==> config.mk <==
export PLATFORM = sky130hd
export DESIGN_NAME = alu_sequencer_flat
export DESIGN_NICKNAME = d
export VERILOG_FILES = /design/src/rtl/alu_sequencer_if.sv /design/src/rtl/alu_sequencer.sv /design/src/flat_wrapper.sv
export SDC_FILE = /design/constraint.sdc
export NUM_CORES = 1
export LEC_CHECK = 0
export CAP_MARGIN = 20
export CELL_PAD_IN_SITES_DETAIL_PLACEMENT = 1
export CELL_PAD_IN_SITES_GLOBAL_PLACEMENT = 1
export CORE_AREA = 2 2 187 189
export CTS_CLUSTER_DIAMETER = 50
export DETAILED_ROUTE_END_ITERATION = 7
export DIE_AREA = 0 0 189 191
export PLACE_DENSITY_LB_ADDON = 0.15
export SLEW_MARGIN = 20
export SYNTH_ARGS = -nofsm -noshare
export SYNTH_HDL_FRONTEND = slang
export SYNTH_SLANG_ARGS = --single-unit
==> constraint.sdc <==
create_clock -name clk -period 9.1 [get_ports clk]
set_input_delay 2.73 -clock clk [delete_from_list [all_inputs] [get_ports clk]]
set_output_delay 2.73 -clock clk [all_outputs]
set_load 0.03 [all_outputs]
==> src/rtl/alu_sequencer_if.sv <==
// alu_sequencer_if: groups the instruction handshake, ALU drive/return,
// flag/status pulses and host register-write port of the ALU sequencer.
// The sequencer connects through the 'slave' modport; the surrounding
// datapath (fetch path, ALU, host) connects through 'master'.
interface alu_sequencer_if;
    logic [15:0] instr;
    logic        instr_valid;
    logic        instr_ready;
    logic [15:0] alu_r1;
    logic [15:0] alu_r2;
    logic [7:0]  alu_opcode;
    logic [15:0] alu_rout;
    logic [7:0]  alu_flags;
    logic [7:0]  flags;
    logic        done;
    logic        err;
    logic        host_we;
    logic [3:0]  host_addr;
    logic [15:0] host_data;
    logic        load_err;

    modport slave (
        input  instr, instr_valid, alu_rout, alu_flags,
               host_we, host_addr, host_data,
        output instr_ready, alu_r1, alu_r2, alu_opcode,
               flags, done, err, load_err
    );

    modport master (
        output instr, instr_valid, alu_rout, alu_flags,
               host_we, host_addr, host_data,
        input  instr_ready, alu_r1, alu_r2, alu_opcode,
               flags, done, err, load_err
    );
endinterface

==> src/rtl/alu_sequencer.sv <==
// alu_sequencer: four-state initiator for the 16-bit combinational ALU.
// Accepts an instruction, reads two operands from a 16x16 register file,
// drives the ALU, captures result/flags and writes back by opcode class.
// Optional feature macro: ALU_SEQ_DBG_EN adds a registered debug read port
// (dbg_addr/dbg_data); without it those ports do not exist.
module alu_sequencer (
    input  logic             clk,
    input  logic             reset,
`ifdef ALU_SEQ_DBG_EN
    input  logic [3:0]       dbg_addr,
    output logic [15:0]      dbg_data,
`endif
    alu_sequencer_if.slave   bus
);

    typedef enum logic [1:0] {S_IDLE, S_READ, S_EXEC, S_WRITE} state_t;

    localparam logic [1:0] C_NONE = 2'd0; // no write, no flags, err
    localparam logic [1:0] C_WR   = 2'd1; // write R[A] only
    localparam logic [1:0] C_WRF  = 2'd2; // write R[A] and load flags
    localparam logic [1:0] C_FL   = 2'd3; // load flags only

    // Map an opcode onto its writeback class.
    function automatic logic [1:0] op_class(input logic [7:0] op);
        case (op)
            8'h01, 8'h02, 8'h03, 8'h04, 8'h06,
            8'h07, 8'h08, 8'h0C, 8'h0F, 8'h84: op_class = C_WR;
            8'h05, 8'h09:                      op_class = C_WRF;
            8'h0B:                             op_class = C_FL;
            default:                           op_class = C_NONE;
        endcase
    endfunction

    state_t      r_state;
    state_t      w_next;
    logic [15:0] r_instr;
    logic        r_instr_ready;
    logic [15:0] r_alu_r1;
    logic [15:0] r_alu_r2;
    logic [7:0]  r_alu_opcode;
    logic [15:0] r_res;
    logic [7:0]  r_aflags;
    logic [7:0]  r_flags;
    logic        r_done;
    logic        r_err;
    logic        r_load_err;
    logic [15:0] r_regs [0:15];

    logic        w_accept;
    logic        w_host_ok;
    logic        w_host_rej;
    logic [1:0]  w_class;
    logic        w_wb_reg;
    logic        w_wb_flags;

    // An instruction takes priority over a host write in IDLE.
    assign w_accept   = (r_state == S_IDLE) && bus.instr_valid && r_instr_ready;
    assign w_host_ok  = (r_state == S_IDLE) && !bus.instr_valid && bus.host_we;
    assign w_host_rej = bus.host_we && !w_host_ok;
    assign w_class    = op_class(r_instr[15:8]);
    assign w_wb_reg   = (r_state == S_WRITE) && ((w_class == C_WR) || (w_class == C_WRF));
    assign w_wb_flags = (r_state == S_WRITE) && ((w_class == C_WRF) || (w_class == C_FL));

    // FSM state register.
    always_ff @(posedge clk) begin
        if (reset) begin
            r_state <= S_IDLE;
        end else begin
            r_state <= w_next;
        end
    end

    // FSM next-state: fixed READ -> EXEC -> WRITE walk after an accept.
    always_comb begin
        w_next = r_state;
        case (r_state)
            S_IDLE: begin
                if (w_accept) begin
                    w_next = S_READ;
                end else begin
                    w_next = S_IDLE;
                end
            end
            S_READ:  w_next = S_EXEC;
            S_EXEC:  w_next = S_WRITE;
            S_WRITE: w_next = S_IDLE;
            default: w_next = S_IDLE;
        endcase
    end

    // Instruction latch and registered ready (high exactly while IDLE).
    always_ff @(posedge clk) begin
        if (reset) begin
            r_instr       <= 16'd0;
            r_instr_ready <= 1'b1;
        end else begin
            if (w_accept) begin
                r_instr <= bus.instr;
            end
            r_instr_ready <= (w_next == S_IDLE);
        end
    end

    // ALU operand/opcode drive: loaded in READ, held until the next READ.
    always_ff @(posedge clk) begin
        if (reset) begin
            r_alu_r1     <= 16'd0;
            r_alu_r2     <= 16'd0;
            r_alu_opcode <= 8'd0;
        end else if (r_state == S_READ) begin
            r_alu_r1     <= r_regs[r_instr[7:4]];
            r_alu_r2     <= r_regs[r_instr[3:0]];
            r_alu_opcode <= r_instr[15:8];
        end
    end

    // Capture the settled ALU result and flags during EXEC.
    always_ff @(posedge clk) begin
        if (reset) begin
            r_res    <= 16'd0;
            r_aflags <= 8'd0;
        end else if (r_state == S_EXEC) begin
            r_res    <= bus.alu_rout;
            r_aflags <= bus.alu_flags;
        end
    end

    // Register file and architectural flags: host writes in IDLE, writeback in WRITE.
    always_ff @(posedge clk) begin
        if (reset) begin
            for (int i = 0; i < 16; i++) begin
                r_regs[i] <= 16'd0;
            end
            r_flags <= 8'd0;
        end else begin
            if (w_host_ok) begin
                r_regs[bus.host_addr] <= bus.host_data;
            end else if (w_wb_reg) begin
                r_regs[r_instr[7:4]] <= r_res;
            end
            if (w_wb_flags) begin
                r_flags <= r_aflags;
            end
        end
    end

    // One-cycle status pulses: retire, unsupported opcode, rejected host write.
    always_ff @(posedge clk) begin
        if (reset) begin
            r_done     <= 1'b0;
            r_err      <= 1'b0;
            r_load_err <= 1'b0;
        end else begin
            r_done     <= (r_state == S_WRITE);
            r_err      <= (r_state == S_WRITE) && (w_class == C_NONE);
            r_load_err <= w_host_rej;
        end
    end

`ifdef ALU_SEQ_DBG_EN
    logic [15:0] r_dbg_data;

    // Debug read port: one-cycle registered view of R[dbg_addr].
    always_ff @(posedge clk) begin
        if (reset) begin
            r_dbg_data <= 16'd0;
        end else begin
            r_dbg_data <= r_regs[dbg_addr];
        end
    end

    assign dbg_data = r_dbg_data;
`endif

    assign bus.instr_ready = r_instr_ready;
    assign bus.alu_r1      = r_alu_r1;
    assign bus.alu_r2      = r_alu_r2;
    assign bus.alu_opcode  = r_alu_opcode;
    assign bus.flags       = r_flags;
    assign bus.done        = r_done;
    assign bus.err         = r_err;
    assign bus.load_err    = r_load_err;

endmodule

==> src/flat_wrapper.sv <==
// flat-port wrapper written by rule: the top's interface ports become plain ports
module alu_sequencer_flat 
  (clk, reset, bus_instr, bus_instr_valid, bus_alu_rout, bus_alu_flags, bus_host_we, bus_host_addr, bus_host_data, bus_instr_ready, bus_alu_r1, bus_alu_r2, bus_alu_opcode, bus_flags, bus_done, bus_err, bus_load_err);
  alu_sequencer_if bus_i ();
  input  logic clk;
  input  logic reset;
  input wire logic [$bits(bus_i.instr)-1:0] bus_instr;
  input wire logic [$bits(bus_i.instr_valid)-1:0] bus_instr_valid;
  input wire logic [$bits(bus_i.alu_rout)-1:0] bus_alu_rout;
  input wire logic [$bits(bus_i.alu_flags)-1:0] bus_alu_flags;
  input wire logic [$bits(bus_i.host_we)-1:0] bus_host_we;
  input wire logic [$bits(bus_i.host_addr)-1:0] bus_host_addr;
  input wire logic [$bits(bus_i.host_data)-1:0] bus_host_data;
  output wire logic [$bits(bus_i.instr_ready)-1:0] bus_instr_ready;
  output wire logic [$bits(bus_i.alu_r1)-1:0] bus_alu_r1;
  output wire logic [$bits(bus_i.alu_r2)-1:0] bus_alu_r2;
  output wire logic [$bits(bus_i.alu_opcode)-1:0] bus_alu_opcode;
  output wire logic [$bits(bus_i.flags)-1:0] bus_flags;
  output wire logic [$bits(bus_i.done)-1:0] bus_done;
  output wire logic [$bits(bus_i.err)-1:0] bus_err;
  output wire logic [$bits(bus_i.load_err)-1:0] bus_load_err;
  assign bus_i.instr = bus_instr;
  assign bus_i.instr_valid = bus_instr_valid;
  assign bus_i.alu_rout = bus_alu_rout;
  assign bus_i.alu_flags = bus_alu_flags;
  assign bus_i.host_we = bus_host_we;
  assign bus_i.host_addr = bus_host_addr;
  assign bus_i.host_data = bus_host_data;
  assign bus_instr_ready = bus_i.instr_ready;
  assign bus_alu_r1 = bus_i.alu_r1;
  assign bus_alu_r2 = bus_i.alu_r2;
  assign bus_alu_opcode = bus_i.alu_opcode;
  assign bus_flags = bus_i.flags;
  assign bus_done = bus_i.done;
  assign bus_err = bus_i.err;
  assign bus_load_err = bus_i.load_err;
  alu_sequencer u_core (.clk(clk), .reset(reset), .bus(bus_i));
endmodule
==> results_dict.tcl, run 1 <==
set metrics [dict create \
    status "finished, final reports clean" \
    synth_compound_area_share_pct 6.95 \
    crit_chain "clkdlybuf4s50_1, nand3b_1, a21oi_1, o21ai_4, buf_4, o21bai_2" \
    ctsResizeCount 0 \
    drtIter0Drc 1350 \
    multi_input_area_mm2 0.00727 \
    synth_xor_area_share_pct 0 \
    postCtsSetupRepairBufs 0 \
    rows 68 \
    global_route.overflow_total 0 \
    async_flop_share_pct 0 \
    synthAdderAreaFrac_pct 0.431 \
    slew_viol_final 0 \
    via_per_inst 6.37 \
    setup_slack_ns 3.31 \
    grt_usage_pct 30.3 \
    cts_tree "built" \
    grt_pass1_vias 13900 \
    htree_levels 2 \
    critPathKind "primary input to register" \
    cts_sinks 350 \
    final-seq-area_mm2 0.00958 \
    rr_startpoint "u_core.r_instr[12]" \
    dieWidth_um 189 \
    clock_skew_ns 0.0162 \
    clock_latency_ns 0.54 \
    hold_class "register to register" \
    synth_mux_area_share_pct 18.2 \
    ys_seq_area_share_pct 54.9 \
    critPathArrivalTime_ns 5.95 \
    ys_warn_count 0 \
    tightest_slew_ns 1.23 \
    start_kind "primary input" \
    first_pass_iters 5 \
    synth-edff-count 256 \
    power_density_mw_per_mm2 231 \
    area_delta_synth_final_pct 17.1 \
    grt_antenna_before_repair 1 \
    reg2reg_slack_ns 4.86 \
    drc 0 \
    start_util_pct 51.1 \
    dpl_worst_slack_ns 2.77 \
    required_ns 9.25 \
    die_area_mm2 0.0361 \
    gp_congestion 0.806 \
    synth-simple-area-share_pct 15.1 \
    cap_violations 0 \
    final_cell_area_mm2 0.0204 \
    wl_per_cell_um 26.4 \
    fmax_ghz 0.173 \
    vdd_drop_max_v 0.000152 \
    syn_area_mm2 0.0174 \
    cts-buffers-inserted 42 \
    hold_viol_final 0 \
    r2r-end "u_core.r_regs[11][11]" \
    final_common_cell "mux2i_1" \
    synth_cell_types 43 \
    setup_viol 0 \
    ys_ff_latch 350 \
    n_fill_cell 3473 \
    power_leakage_nw 6.70 \
    wirelength_um 55000 \
    critPathMaxFanout 30 \
    fin_tns_setup_ns 0 \
    grt_pass1_wl_um 83600 \
    relSlewSlack_pct 18.1 \
    period_minus_slack_ns 5.79 \
    dp_hpwl_um 35300 \
    drive_gt1_share_pct 9.67 \
    synth_top_family_by_area "multiplexers" \
    synthFlopType "edfxtp_1" \
    setup.worst_path.end_class "register" \
    cp_slowest_cell "o21bai_2" \
    num_vias 13200 \
    hold_depth 2 \
    clk_pin_slew_ns 0.06 \
    min_from "u_core.bus.alu_r2[13]" \
    worstRegToRegCells 8 \
    root_buffer "clkbuf_16" \
    worstHoldEndpoint "u_core.bus.alu_r2[13]" \
    holdBufCountCts 0 \
    rsz0062_at_grt "no" \
    final_nets 1661 \
    clockBufferDepth 3 \
    core_area_mm2 0.0341 \
    antenna_left 0 \
    grt_start_max_net_pins 69 \
    slowest_delay_ns 0.94 \
    synth.avg_cell_area_um2 11.2 \
    final_cell_mix "mux2i_1 (303), nor3_1 (256), edfxtp_1 (256)" \
    dieHeight_um 191 \
    io_buffers 115 \
    netlist_instances 1552 \
    min_period_over_period_pct 63.7 \
    placed_cell_area_mm2 0.0189 \
    io_pins 116 \
    syn-num-nets 1622 \
]
-- final cells by class --
cell class / count / area share [%]
repair buffers: 156 / 7.30
diodes: 1 / 0.0123
clock inverters: 22 / 1.74
clock buffers: 55 / 5.49
multi-input cells: 1037 / 35.7
inverters: 4 / 0.0736
flip-flops and latches: 350 / 46.9
well taps: 455 / 2.79
-- worst max-delay path by stage --
stage / depth (start not counted) / endpoint / start / slack, ns
2_1_floorplan: 7 / u_core.r_regs[10][0] / reset / 4.07
3_3_place_gp: 6 / u_core.r_regs[5][11] / bus_instr_valid / 2.96
3_5_place_dp: 6 / u_core.r_regs[5][11] / bus_instr_valid / 2.77
4_1_cts: 6 / u_core.r_regs[11][11] / bus_instr_valid / 3.31
5_1_grt: 6 / u_core.r_regs[11][1] / bus_instr_valid / 3.17
6_report: 6 / u_core.r_regs[11][11] / bus_instr_valid / 3.31
-- metal layers --
layer	global-route usage, %	vias to the layer above	routed length (um)
li1	-	5903	-
met1	39.2	6690	22800
met2	53.0	561	27400
met3	4.30	92	3610
met4	8.65	0	1210
met5	0	-	0
-- flip-flops by register name (all words and copies together) (netlist names), 2 cells and up --
signal                 count
u_core.bus.alu_r1         16
u_core.r_instr            16
u_core.r_regs            256
u_core.r_state             2
u_core.bus.flags           8
u_core.bus.alu_opcode      8
u_core.r_aflags            8
u_core.r_res              16
u_core.bus.alu_r2         16
-- worst max-delay path, delay by kind of cell --
family	cells	cell delay [ns]
and+or+nand+nor	1	0.31
AOI/OAI and AO/OA	3	2.04
buffers and inverters	2	0.84
-- cell families (layout without fill, tap and decap cells) --
| family | after synthesis | count (layout) |
|---|---|---|
| flops | 350 | 350 |
| fa+ha+maj | 6 | 6 |
| simple gates | 538 | 538 |
| mux | 313 | 313 |
| other cells | 0 | 1 |
| compound gates | 180 | 180 |
| buf+inv | 165 | 237 |
-- per-stage QoR --
step                cells  util [%]  hold WS, ns  power, W
floorplan            1552         -        0.449   0.00256
global placement     1998      55.2        0.434   0.00287
detailed placement   1999      55.3        0.444   0.00291
CTS                  2076      59.6        0.457   0.00471
global route         2079      59.8        0.473   0.00485
finish               2080      59.8        0.451   0.00471
-- cells in the mapped netlist (2+ instances only) --
master    instances  area [um2]
dfxtp_1          94        1880
nor3_2            2        20.0
nor2b_1           9        56.3
nand3_1          97         485
a22oi_1          96         721
edfxtp_1        256        7690
nor4b_2           4        60.1
nand2_1         101         379
o21ai_1           4        20.0
nor3b_1           2        15.0
and3b_1           2        17.5
ha_1              6        75.1
inv_1             4        15.0
nor2_1           49         184
nand2b_1          3        18.8
buf_1             4        15.0
o21bai_1         16         120
o21ai_0           4        20.0
clkbuf_1         78         293
buf_2            68         340
mux2i_1         303        3030
nand3b_1          3        22.5
buf_4             9        67.6
and2_1            3        18.8
mux2i_2          10         138
nor3_1          256        1280
a21oi_1          53         265
-- power breakdown --
part | internal, W | leakage [nW] | switching (W)
sequential | 0.00182 | 3.41 | 0.000101
combinational | 0.000360 | 2.58 | 0.000620
clock | 0.00113 | 0.710 | 0.000678
Note: power is estimated with default switching activity, not from simulation.
==> inputs of run 2 (changes only) <==
--- a/config.mk
+++ b/config.mk
@@ -8,10 +8,10 @@
 export CAP_MARGIN = 20
 export CELL_PAD_IN_SITES_DETAIL_PLACEMENT = 1
 export CELL_PAD_IN_SITES_GLOBAL_PLACEMENT = 1
-export CORE_AREA = 2 2 187 189
+export CORE_AREA = 2 2 205 207
 export CTS_CLUSTER_DIAMETER = 50
 export DETAILED_ROUTE_END_ITERATION = 7
-export DIE_AREA = 0 0 189 191
+export DIE_AREA = 0 0 207 209
 export PLACE_DENSITY_LB_ADDON = 0.15
 export SLEW_MARGIN = 20
 export SYNTH_ARGS = -nofsm -noshare
==> constraint.sdc (replaced) <==
create_clock -name clk -period 4.85 [get_ports clk]
set_input_delay 1.455 -clock clk [delete_from_list [all_inputs] [get_ports clk]]
set_output_delay 1.455 -clock clk [all_outputs]
set_load 0.03 [all_outputs]
==> run 2 against run 1 <==
  * Worst hold slack improved by 0.00086 ns
  * Core utilization fell by 9.1 points
  * Highest routed layer unchanged
  * Via count rose by 0.81%
  * Setup slack lost 2.2 ns
  * Routed wire length rose by 4.8%
  * Total power grew 95%
  * Sequential share of layout area is 1.2 points lower
  * Clock skew is 0.0030 ns higher
  * Count of clock-buffer cells in the layout rose by 1
  * Register-to-register slack lost 3.6 ns
  * Final cell count grew 5.9%
==> results_dict.tcl, run 2 (synthesis gave the netlist of run 1 again) <==
set metrics [dict create \
    combPwrFrac_pct 20.2 \
    dieHeight_um 209 \
    rows 75 \
    grt_usage_pct 26.3 \
    regMostFlops "u_core.r_regs" \
    clock_latency_ns 0.58 \
    cp-startpoint "bus_instr_valid" \
    p_seq_share_pct 39.4 \
    power_density_mw_per_mm2 439 \
    critPathKind "primary input to register" \
    grt_antenna_before_repair 0 \
    rr_startpoint "u_core.r_instr[12]" \
    status "finished, final reports clean" \
    slew_viol_final 0 \
    min_from "u_core.bus.alu_r1[11]" \
    grt_pass1_vias 13900 \
    num_vias 13400 \
    cts-buffers-inserted 47 \
    wl_per_cell_um 26.2 \
    setup_viol 0 \
    via_per_inst 6.06 \
    final_cell_mix "mux2i_1 (303), nor3_1 (256), edfxtp_1 (256)" \
    start_util_pct 42.2 \
    p_switching_w 0.00276 \
    power_leakage_nw 6.98 \
    use_met3_pct 4.51 \
    htree_levels 2 \
    clockBufferDepth 3 \
    final_nets 1696 \
    core_area_mm2 0.0413 \
    wirelength_um 57600 \
    die_area_mm2 0.0433 \
    rsz0062_at_grt "no" \
    io_buffers 115 \
    io_pins 116 \
    tightest_slew_ns 1.06 \
    period_minus_slack_ns 3.70 \
    layoutNonFillerInstCount 2203 \
    setup.worst_path.end_class "register" \
    final_common_cell "mux2i_1" \
    relSlewSlack_pct 29.5 \
    dpl.cell_count 2115 \
    cts_tree "built" \
    first_pass_iters 5 \
    largest_reg_flops 256 \
    hold_class "register to register" \
    min_period_over_period_pct 76.3 \
    holdBufCountCts 0 \
    required_ns 5.04 \
    vdd_drop_max_v 0.000276 \
    sw_frac_of_total_pct 30.1 \
    clockPowerShare_pct 40.4 \
    global_route.overflow_total 0 \
    antenna_cells 0 \
    area_delta_synth_final_pct 20.2 \
    gp_congestion 0.787 \
    ctsResizeCount 0 \
    n_fill_cell 4343 \
    fmax_ghz 0.270 \
    drc 0 \
    antenna_left 0 \
    use_met2_pct 44.2 \
    p_int_w 0.00643 \
    drtIter0Drc 1162 \
    cts_sinks 350 \
    fin_tns_setup_ns 0 \
    clock_skew_ns 0.0192 \
    grt_start_max_net_pins 68 \
    grtUsageMet1_pct 34.4 \
    top_usage_layer "met2" \
    cap_violations 0 \
    critPathArrivalTime_ns 3.88 \
    dp_hpwl_um 36000 \
    critPathMaxFanout 24 \
    root_buffer "clkbuf_16" \
    start_kind "primary input" \
    dieWidth_um 207 \
    clk_pin_slew_ns 0.06 \
    grt_pass1_wl_um 86600 \
    drive_gt1_share_pct 12.3 \
    hold_viol_final 0 \
    postCtsSetupRepairBufs 0 \
]
## run 2: cell types whose count changed in the layout (fill, tap and decap cells not counted), moves of 3 or more
cell	previous run	this run
clkbuf_16	43	49
clkbuf_8	0	3
clkinv_2	3	9
buf_12	0	5
buf_4	37	65
clkinv_4	1	4
clkbuf_1	12	4
## run 2: worst paths after layout
kind | to | slack, ns | cells after the start
worst max-delay path | u_core.r_regs[14][12] | 1.15 | 5
worst min-delay path | u_core.bus.alu_r1[11] | 0.45 | 2
worst max register to register | u_core.r_regs[14][12] | 1.25 | 7
worst min register to register | u_core.bus.alu_r1[11] | 0.45 | 2
## run 2: worst max-delay path, stage by stage
cell and delay [ns]:
clkdlybuf4s50_1 0.52, and3b_1 0.36, nor4b_2 0.41, a31oi_4 0.21
o21bai_2 0.90
## run 2: power by group through the flow
stage	registers, W	logic [W]	clock network, W
3_5_place_dp	0.00368	0.00185	0
2_1_floorplan	0.00367	0.00114	0
6_report	0.00362	0.00186	0.00371
5_1_grt	0.00364	0.00198	0.00388
4_1_cts	0.00362	0.00186	0.00377
3_3_place_gp	0.00366	0.00181	0
## run 2: per-layer routing
metal,part of all wire [%],wire [um],up-vias
li1,-,-,5971
met1,42,24200,6791
met2,48,27800,486
met3,6.8,3930,105
met4,2.9,1690,0
met5,0,0,-
## run 2: area by class of cell
cell class / count / area, um2 / share of cell area [%]
Clock inverter: 31 / 390 / 1.86
Inverter: 4 / 15.0 / 0.0717
Sequential cell: 350 / 9580 / 45.7
Clock buffer: 56 / 1280 / 6.12
Multi-Input combinational cell: 1037 / 7260 / 34.6
Timing Repair Buffer: 186 / 1750 / 8.35
Tap cell: 539 / 674 / 3.22
## run 2: stage by stage
step	utilization [%]	setup WS, ns	cell area (um2)	power [W]	hold slack (ns)
after floorplan	-	1.10	17400	0.00480	0.449
after global placement	46.6	0.644	19300	0.00548	0.438
after detailed placement	46.6	0.582	19300	0.00552	0.444
after CTS	50.7	1.18	20900	0.00925	0.457
after global routing	50.7	1.07	20900	0.00950	0.484
final	50.7	1.15	20900	0.00919	0.452
